$ cat config.mk
export PLATFORM = sky130hd
export DESIGN_NAME = round_robin_arbiter
export DESIGN_NICKNAME = d
export VERILOG_FILES = /design/src/rtl/round_robin_arbiter.sv
export SDC_FILE = /design/constraint.sdc
export NUM_CORES = 1
export LEC_CHECK = 0
export CORE_UTILIZATION = 30
export CTS_CLUSTER_DIAMETER = 120
export DETAILED_ROUTE_END_ITERATION = 6
export SYNTH_ARGS = -nofsm -noshare
export SYNTH_HDL_FRONTEND = slang
export SYNTH_SLANG_ARGS = --single-unit
$ cat constraint.sdc
create_clock -name clk -period 3.1 [get_ports clk]
set_input_delay 0.775 -clock clk [delete_from_list [all_inputs] [get_ports clk]]
set_output_delay 0.775 -clock clk [all_outputs]
set_load 0.01 [all_outputs]
$ cat src/rtl/round_robin_arbiter.sv
// Round-robin arbiter over N requesters with a registered one-hot grant.
// A rotating priority pointer guarantees each active requester is served within N-1 cycles.
module round_robin_arbiter #(
  parameter int unsigned N = 4
) (
  input  logic         clk,
  input  logic         rst,
  input  logic [N-1:0] req_sigs,
  output logic [N-1:0] grant_sigs
);

  localparam int unsigned PtrW = (N > 1) ? $clog2(N) : 1;
  localparam logic [PtrW-1:0] LastIdx = PtrW'(N - 1);

  logic [PtrW-1:0] ptr_q, ptr_d;
  logic [N-1:0]    grant_q, grant_d;

  always_comb begin
    logic            found;
    logic [PtrW-1:0] rem;
    logic [PtrW-1:0] idx;
    logic [PtrW-1:0] step;
    grant_d = '0;
    ptr_d   = ptr_q;
    found   = 1'b0;
    // Steps left before the search wraps past N-1; keeps index math inside PtrW bits.
    rem     = LastIdx - ptr_q;
    idx     = '0;
    step    = '0;
    for (int unsigned off = 0; off < N; off++) begin
      step = PtrW'(off);
      if (step > rem) begin
        idx = step - rem - PtrW'(1);
      end else begin
        idx = ptr_q + step;
      end
      if (!found && req_sigs[idx]) begin
        found        = 1'b1;
        grant_d[idx] = 1'b1;
        ptr_d        = (idx == LastIdx) ? '0 : idx + PtrW'(1);
      end
    end
  end

  always_ff @(posedge clk) begin
    if (!rst) begin
      grant_q <= '0;
      ptr_q   <= '0;
    end else begin
      grant_q <= grant_d;
      ptr_q   <= ptr_d;
    end
  end

  assign grant_sigs = grant_q;

endmodule

* After elaboration in Yosys (flattened, before gate mapping)
Cells that the tools add are included.
** Storage, ports and cells
- Register bits :: 6
- Input bits :: 6
- Output and inout bits :: 4
** Operators by class
- $add $sub $neg :: 16
- $lt $le $gt $ge :: 12
- Equality and inequality tests :: 4
- Muxes and demuxes :: 35
- Bitwise logic cells :: 3
- Reductions and logical operators :: 11
** Operators with widths (count)
- 2-bit 2-to-1 mux :: 12
- 4-bit 2-to-1 mux :: 4
- 2-bit by 3-bit < comparator with 1-bit output, second input constant :: 4
- 4-bit OR :: 3
- 1-bit 2-to-1 mux :: 11
- 2-bit by 1-bit adder with 2-bit output, second input constant :: 5
- 1-bit binary-select mux with 2-bit select :: 4
- 1-bit demux with 2-bit select :: 4
- 2-bit equality test, second input constant :: 4
- 2-bit by 1-bit greater-or-equal comparator with 1-bit output, second input constant :: 4
- 2-bit by 1-bit subtractor with 2-bit output, second input constant :: 4
- 1-bit logical AND :: 7
- 2-bit subtractor, first input constant :: 3
- 2-bit adder, second input constant :: 2
- 1-bit by 2-bit greater-than comparator with 1-bit output, first input constant :: 2
- 2-bit greater-than comparator, first input constant :: 2
- 4-bit nonzero test :: 1
- 1-bit by 2-bit subtractor with 2-bit output, first input constant :: 2
- 1-bit zero test :: 3

* Logic depth before layout (Yosys ltp)
- Depth in word-level cells :: 16
- Depth in mapped cells :: 10
- Gate-level depth less buffers :: 7

* Worst setup path before layout
OpenSTA, ideal clock, no wires.
- Path type :: reg2reg
- From :: register ptr_q[0]
- To :: register grant_q[0] (netlist: grant_sigs[0])
- Library setup time :: 70 ps
- Arrival :: 2175 ps
- Required time :: 3030 ps
- Path slack :: 856 ps
- Cell stages (with the launch flop) :: 11
- Clock period less this slack :: 2244 ps
- Cell sequence :: dfxtp_1 -> buf_6 -> inv_1 -> ha_1 -> buf_6 -> mux4_2 -> buf_4 -> nor3_4 -> and2_4 -> nand2_1 -> a21boi_1
** On the way
- Cells in the longest elaborated chain, start to end :: 16
- Elaborated cells between the ends (all ways) :: 64
** Ends and longest elaborated chain
- start: declaration :: line 15 : logic [PtrW-1:0] ptr_q, ptr_d;
- start signal: assignment :: line 51 : ptr_q <= ptr_d;
- parallel branches: the longest is 15 deep, another holds 2-bit by 3-bit < comparator with 1-bit output
- 4-bit 2-to-1 mux * :: line 37 : if (!found && req_sigs[idx]) begin
- end signal: assignment :: line 50 : grant_q <= grant_d;
- end: declaration :: line 16 : logic [N-1:0] grant_q, grant_d;
Every way passes the cells marked *. The select of a mux whose other input is x is not followed.
A chain may end at the register's enable or synchronous reset.

* Final worst setup path
- From :: input port req_sigs[2]
- To :: register ptr_q[1]
** On the way
- Cells in the longest elaborated chain, start to end :: 12
- Elaborated cells between the ends (all ways) :: 21
** Ends and longest elaborated chain
- start: declaration :: line 8 : input logic [N-1:0] req_sigs,
- 1-bit binary-select mux with 2-bit select :: line 37
- 1-bit 2-to-1 mux (implied by the code) :: line 37
- 1-bit 2-to-1 mux :: line 37
- 1-bit zero test :: line 37
- 1-bit logical AND :: line 37
- 1-bit 2-to-1 mux :: line 37
- 1-bit zero test :: line 37
- 1-bit logical AND :: line 37
- 1-bit 2-to-1 mux :: line 37
- 1-bit zero test :: line 37
- 1-bit logical AND :: line 37
- 4-bit nonzero test (no line) / 2-bit 2-to-1 mux (equally long branches)
Several ways; a longest one is shown, not always the timed one. The select of a mux whose other input is x is not followed.

==> run_summary.xml <==
<?xml version="1.0" encoding="UTF-8"?>
<metrics>
  <group name="layout">
    <metric name="fill_cells" unit="">208</metric>
    <metric name="synthToLayoutAreaGrowth" unit="%">20.1</metric>
    <metric name="mostFrequentLayoutCells" unit="">sky130_fd_sc_hd__nand2_1 (10), sky130_fd_sc_hd__clkdlybuf4s50_1 (9), sky130_fd_sc_hd__ha_1 (8), sky130_fd_sc_hd__a21oi_1 (6), sky130_fd_sc_hd__dfxtp_1 (6)</metric>
    <metric name="post_layout_nonfiller_instances" unit="">110</metric>
    <metric name="final_layout_net_count" unit="">99</metric>
    <metric name="mostFrequentLayoutCell" unit="">sky130_fd_sc_hd__nand2_1</metric>
    <metric name="final_layout_size_suffix_gt1_share" unit="%">14.5</metric>
    <metric name="antenna_cells_inserted" unit="">0</metric>
  </group>
  <group name="grt">
    <metric name="grtUsageMet3" unit="%">3.77</metric>
    <metric name="grt_max_degree" unit="">15</metric>
    <metric name="grt_pass1_vias" unit="">514</metric>
    <metric name="use_met1" unit="%">16.7</metric>
    <metric name="grt.met2_usage" unit="%">19.4</metric>
    <metric name="grt_busiest_layer" unit="">met2</metric>
    <metric name="antenna_found_initial" unit="">0</metric>
    <metric name="grt_use_total" unit="%">12.4</metric>
    <metric name="grt_pass1_wl" unit="mm">2.30</metric>
    <metric name="globalRoute.totalOverflow" unit="">0</metric>
  </group>
  <group name="timing">
    <metric name="period_share" unit="%">79.8</metric>
    <metric name="timing.final.crit_period" unit="ns">2.48</metric>
    <metric name="timing_worst_slew_pin_value" unit="ns">0.297</metric>
    <metric name="setup-violations-final" unit="">0</metric>
    <metric name="timing_hold_violations_final" unit="">0</metric>
    <metric name="finalClockSkew" unit="ns">0.00186</metric>
    <metric name="max-slew-margin-rel" unit="%">80.2</metric>
    <metric name="rsz0062_at_grt" unit="">false</metric>
    <metric name="finalMaxSlewViolations" unit="">0</metric>
    <metric name="final.setup.tns" unit="ns">0</metric>
    <metric name="fmax" unit="MHz">404</metric>
  </group>
  <group name="critical_path">
    <metric name="setup.worst_path.class" unit="">in2reg</metric>
    <metric name="timing.critical_path.arrival" unit="ns">2.60</metric>
    <metric name="crit-reg2reg-launch" unit="">ptr_q[1]$_SDFFE_PN0P_</metric>
    <metric name="timing_startpoint_of_the_critical_path" unit="">req_sigs[2]</metric>
    <metric name="crit_path_start_kind" unit="">input pin</metric>
    <metric name="end_kind" unit="">flip-flop</metric>
    <metric name="cp.required" unit="ns">3.23</metric>
    <metric name="worstPathMaxFanout" unit="">11</metric>
  </group>
  <group name="clock_network">
    <metric name="cts_tree" unit="">yes</metric>
    <metric name="total_clock_buffers_created_by_cts" unit="">3</metric>
    <metric name="cts_hold_bufs" unit="">0</metric>
    <metric name="clock_latency" unit="ns">0.24</metric>
    <metric name="cts_post_setup_buffers_inserted" unit="">0</metric>
    <metric name="cts-htree-levels" unit="">1</metric>
    <metric name="cts_root_buffer" unit="">sky130_fd_sc_hd__clkbuf_4</metric>
    <metric name="cts.sinks" unit="">6</metric>
    <metric name="cts_repair_resize_count" unit="">0</metric>
    <metric name="clock_tree.buffer_depth" unit="">2</metric>
    <metric name="clock_transition_at_the_register_clock_pins_on_the_worst_setup_and_hold_paths_after_cts" unit="ns">0.04</metric>
  </group>
  <group name="floorplan">
    <metric name="floorplan.io_pins" unit="">10</metric>
    <metric name="fp.dieW" unit="um">48.7</metric>
    <metric name="starting_density" unit="%">32.7</metric>
    <metric name="floorplan.die.height" unit="um">48.7</metric>
    <metric name="row_count" unit="">16</metric>
    <metric name="core_area" unit="mm^2">0.00200</metric>
    <metric name="dieArea" unit="mm^2">0.00237</metric>
  </group>
  <group name="drt">
    <metric name="dr_total_vias" unit="">563</metric>
    <metric name="drt-initial-drc-count" unit="">9</metric>
    <metric name="postRouteWirelength" unit="mm">1.32</metric>
    <metric name="wire_per_inst" unit="um">12.0</metric>
    <metric name="drc" unit="">0</metric>
    <metric name="detail-route-antenna-nets" unit="">0</metric>
    <metric name="detail_route.vias_per_cell" unit="">5.12</metric>
    <metric name="drt-pass1-iter-count" unit="">4</metric>
  </group>
  <group name="min_path">
    <metric name="min_path_type" unit="">reg2reg</metric>
    <metric name="holdCritStartpoint" unit="">ptr_q[1]$_SDFFE_PN0P_</metric>
  </group>
  <group name="logic_synthesis">
    <metric name="synthesis.area_per_instance" unit="um^2">9.09</metric>
    <metric name="seq_area_frac_synth" unit="%">18.4</metric>
    <metric name="synth_fp_nets" unit="">86</metric>
    <metric name="ys_seq_elements" unit="">6</metric>
    <metric name="netlist_area" unit="um^2">654</metric>
    <metric name="synth.distinct_cells" unit="">27</metric>
    <metric name="postSynthCellCount" unit="">72</metric>
    <metric name="yosysWarningCount" unit="">0</metric>
  </group>
  <group name="power_and_ir_drop">
    <metric name="cellLeakagePower" unit="uW">0.000297</metric>
    <metric name="power_per_cell_area" unit="mW/mm^2">997</metric>
    <metric name="worst_ir_drop_vdd" unit="mV">0.367</metric>
  </group>
  <group name="place">
    <metric name="port_buffers" unit="">9</metric>
    <metric name="post_place_cells" unit="">107</metric>
    <metric name="routabilityCongestion" unit="">0.770</metric>
    <metric name="hpwl" unit="mm">1.02</metric>
  </group>
  <group name="status">
    <metric name="status" unit="">complete, no violations</metric>
  </group>
  <group name="run">
    <metric name="maxCapViolCount" unit="">0</metric>
  </group>
</metrics>
where the power goes:
| group | internal [uW] | switching (uW) |
|---|---|---|
| logic | 271 | 316 |
| clock network | 43.7 | 26.6 |
| registers | 114 | 11.1 |
| total | 429 | 354 |
per-layer routing:
metal,wire length (um),vias up
met5,0,-
met4,7,0
met2,616,17
li1,-,286
met1,636,258
met3,59,2
cells in the mapped netlist:
master,count,area share [%]
sky130_fd_sc_hd__nand2_1,10,5.7
sky130_fd_sc_hd__ha_1,8,15
sky130_fd_sc_hd__a21oi_1,6,4.6
sky130_fd_sc_hd__dfxtp_1,6,18
sky130_fd_sc_hd__o21ai_0,5,3.8
sky130_fd_sc_hd__a21boi_1,4,4.6
sky130_fd_sc_hd__o21ai_1,4,3.1
sky130_fd_sc_hd__mux2i_1,3,4.6
sky130_fd_sc_hd__mux4_2,3,10
sky130_fd_sc_hd__nor2_1,3,1.7
sky130_fd_sc_hd__buf_6,2,3.4
sky130_fd_sc_hd__inv_1,2,1.1
sky130_fd_sc_hd__mux2_2,2,3.4
sky130_fd_sc_hd__a211o_1,1,1.3
sky130_fd_sc_hd__a22oi_1,1,1.1
sky130_fd_sc_hd__and2_4,1,1.3
sky130_fd_sc_hd__buf_4,1,1.1
sky130_fd_sc_hd__mux4_1,1,4.0
sky130_fd_sc_hd__nand2b_1,1,0.96
sky130_fd_sc_hd__nand3_1,1,0.76
sky130_fd_sc_hd__nor2b_1,1,0.96
sky130_fd_sc_hd__nor3_4,1,2.5
sky130_fd_sc_hd__nor4_1,1,0.96
sky130_fd_sc_hd__o31a_1,1,1.3
sky130_fd_sc_hd__o31ai_1,1,1.1
sky130_fd_sc_hd__or3_1,1,0.96
sky130_fd_sc_hd__xor2_1,1,1.3
logic make-up (layout without fill, tap and decap cells):
| kind of cell | count (synthesis) | in the layout | share of synthesized area (%) |
|---|---|---|---|
| AO/OA/AOI/OAI | 23 | 23 | 21.0 |
| AND/OR/NAND/NOR | 20 | 20 | 15.9 |
| multiplexers | 9 | 9 | 22.4 |
| adder cells (fa/ha/maj) | 8 | 8 | 15.3 |
| flip-flops | 6 | 6 | 18.4 |
| buffers and inverters | 5 | 16 | 5.74 |
| XOR/XNOR | 1 | 1 | 1.34 |
stage by stage:
| step | setup slack [ns] | instance area [um^2] | hold WS [ns] | utilization [%] | total power (uW) |
|---|---|---|---|---|---|
| finish | 0.625 | 786 | 0.730 | 39.3 | 783 |
| global route | 0.521 | 786 | 0.760 | 39.3 | 852 |
| floorplan | 0.856 | 654 | 0.624 | - | 604 |
| CTS | 0.637 | 786 | 0.728 | 39.3 | 789 |
| global placement | 0.439 | 763 | 0.711 | 38.1 | 708 |
| detailed placement | 0.369 | 763 | 0.718 | 38.1 | 711 |
sequential cells by signal (all words and copies together), names as in the netlist:
name and flops:
grant_sigs 4, ptr_q 2
worst max-delay path: stages:
cell and delay [ns]:
sky130_fd_sc_hd__clkdlybuf4s50_1 0.53, sky130_fd_sc_hd__mux4_2 0.66, sky130_fd_sc_hd__a211o_1 0.31, sky130_fd_sc_hd__nand3_1 0.09, sky130_fd_sc_hd__xor2_1 0.15, sky130_fd_sc_hd__a21oi_1 0.08
worst paths after layout:
| check | endpoint | slack (ns) | cells after the start |
|---|---|---|---|
| worst max-delay path | ptr_q[1]$_SDFFE_PN0P_ | 0.62 | 6 |
| worst min register to register | ptr_q[1]$_SDFFE_PN0P_ | 0.73 | 3 |
| worst max register to register | ptr_q[1]$_SDFFE_PN0P_ | 0.81 | 7 |
| worst min-delay path | ptr_q[1]$_SDFFE_PN0P_ | 0.73 | 3 |
area by class of cell:
type	count	area, um^2	area share (%)
multi-input cells	61	497	63.2
flip-flops and latches	6	120	15.3
repair buffers	11	105	13.4
well taps	27	33.8	4.30
clock buffers	3	22.5	2.87
inverters	2	7.51	0.955
Note: power is estimated with default switching activity, not from simulation.
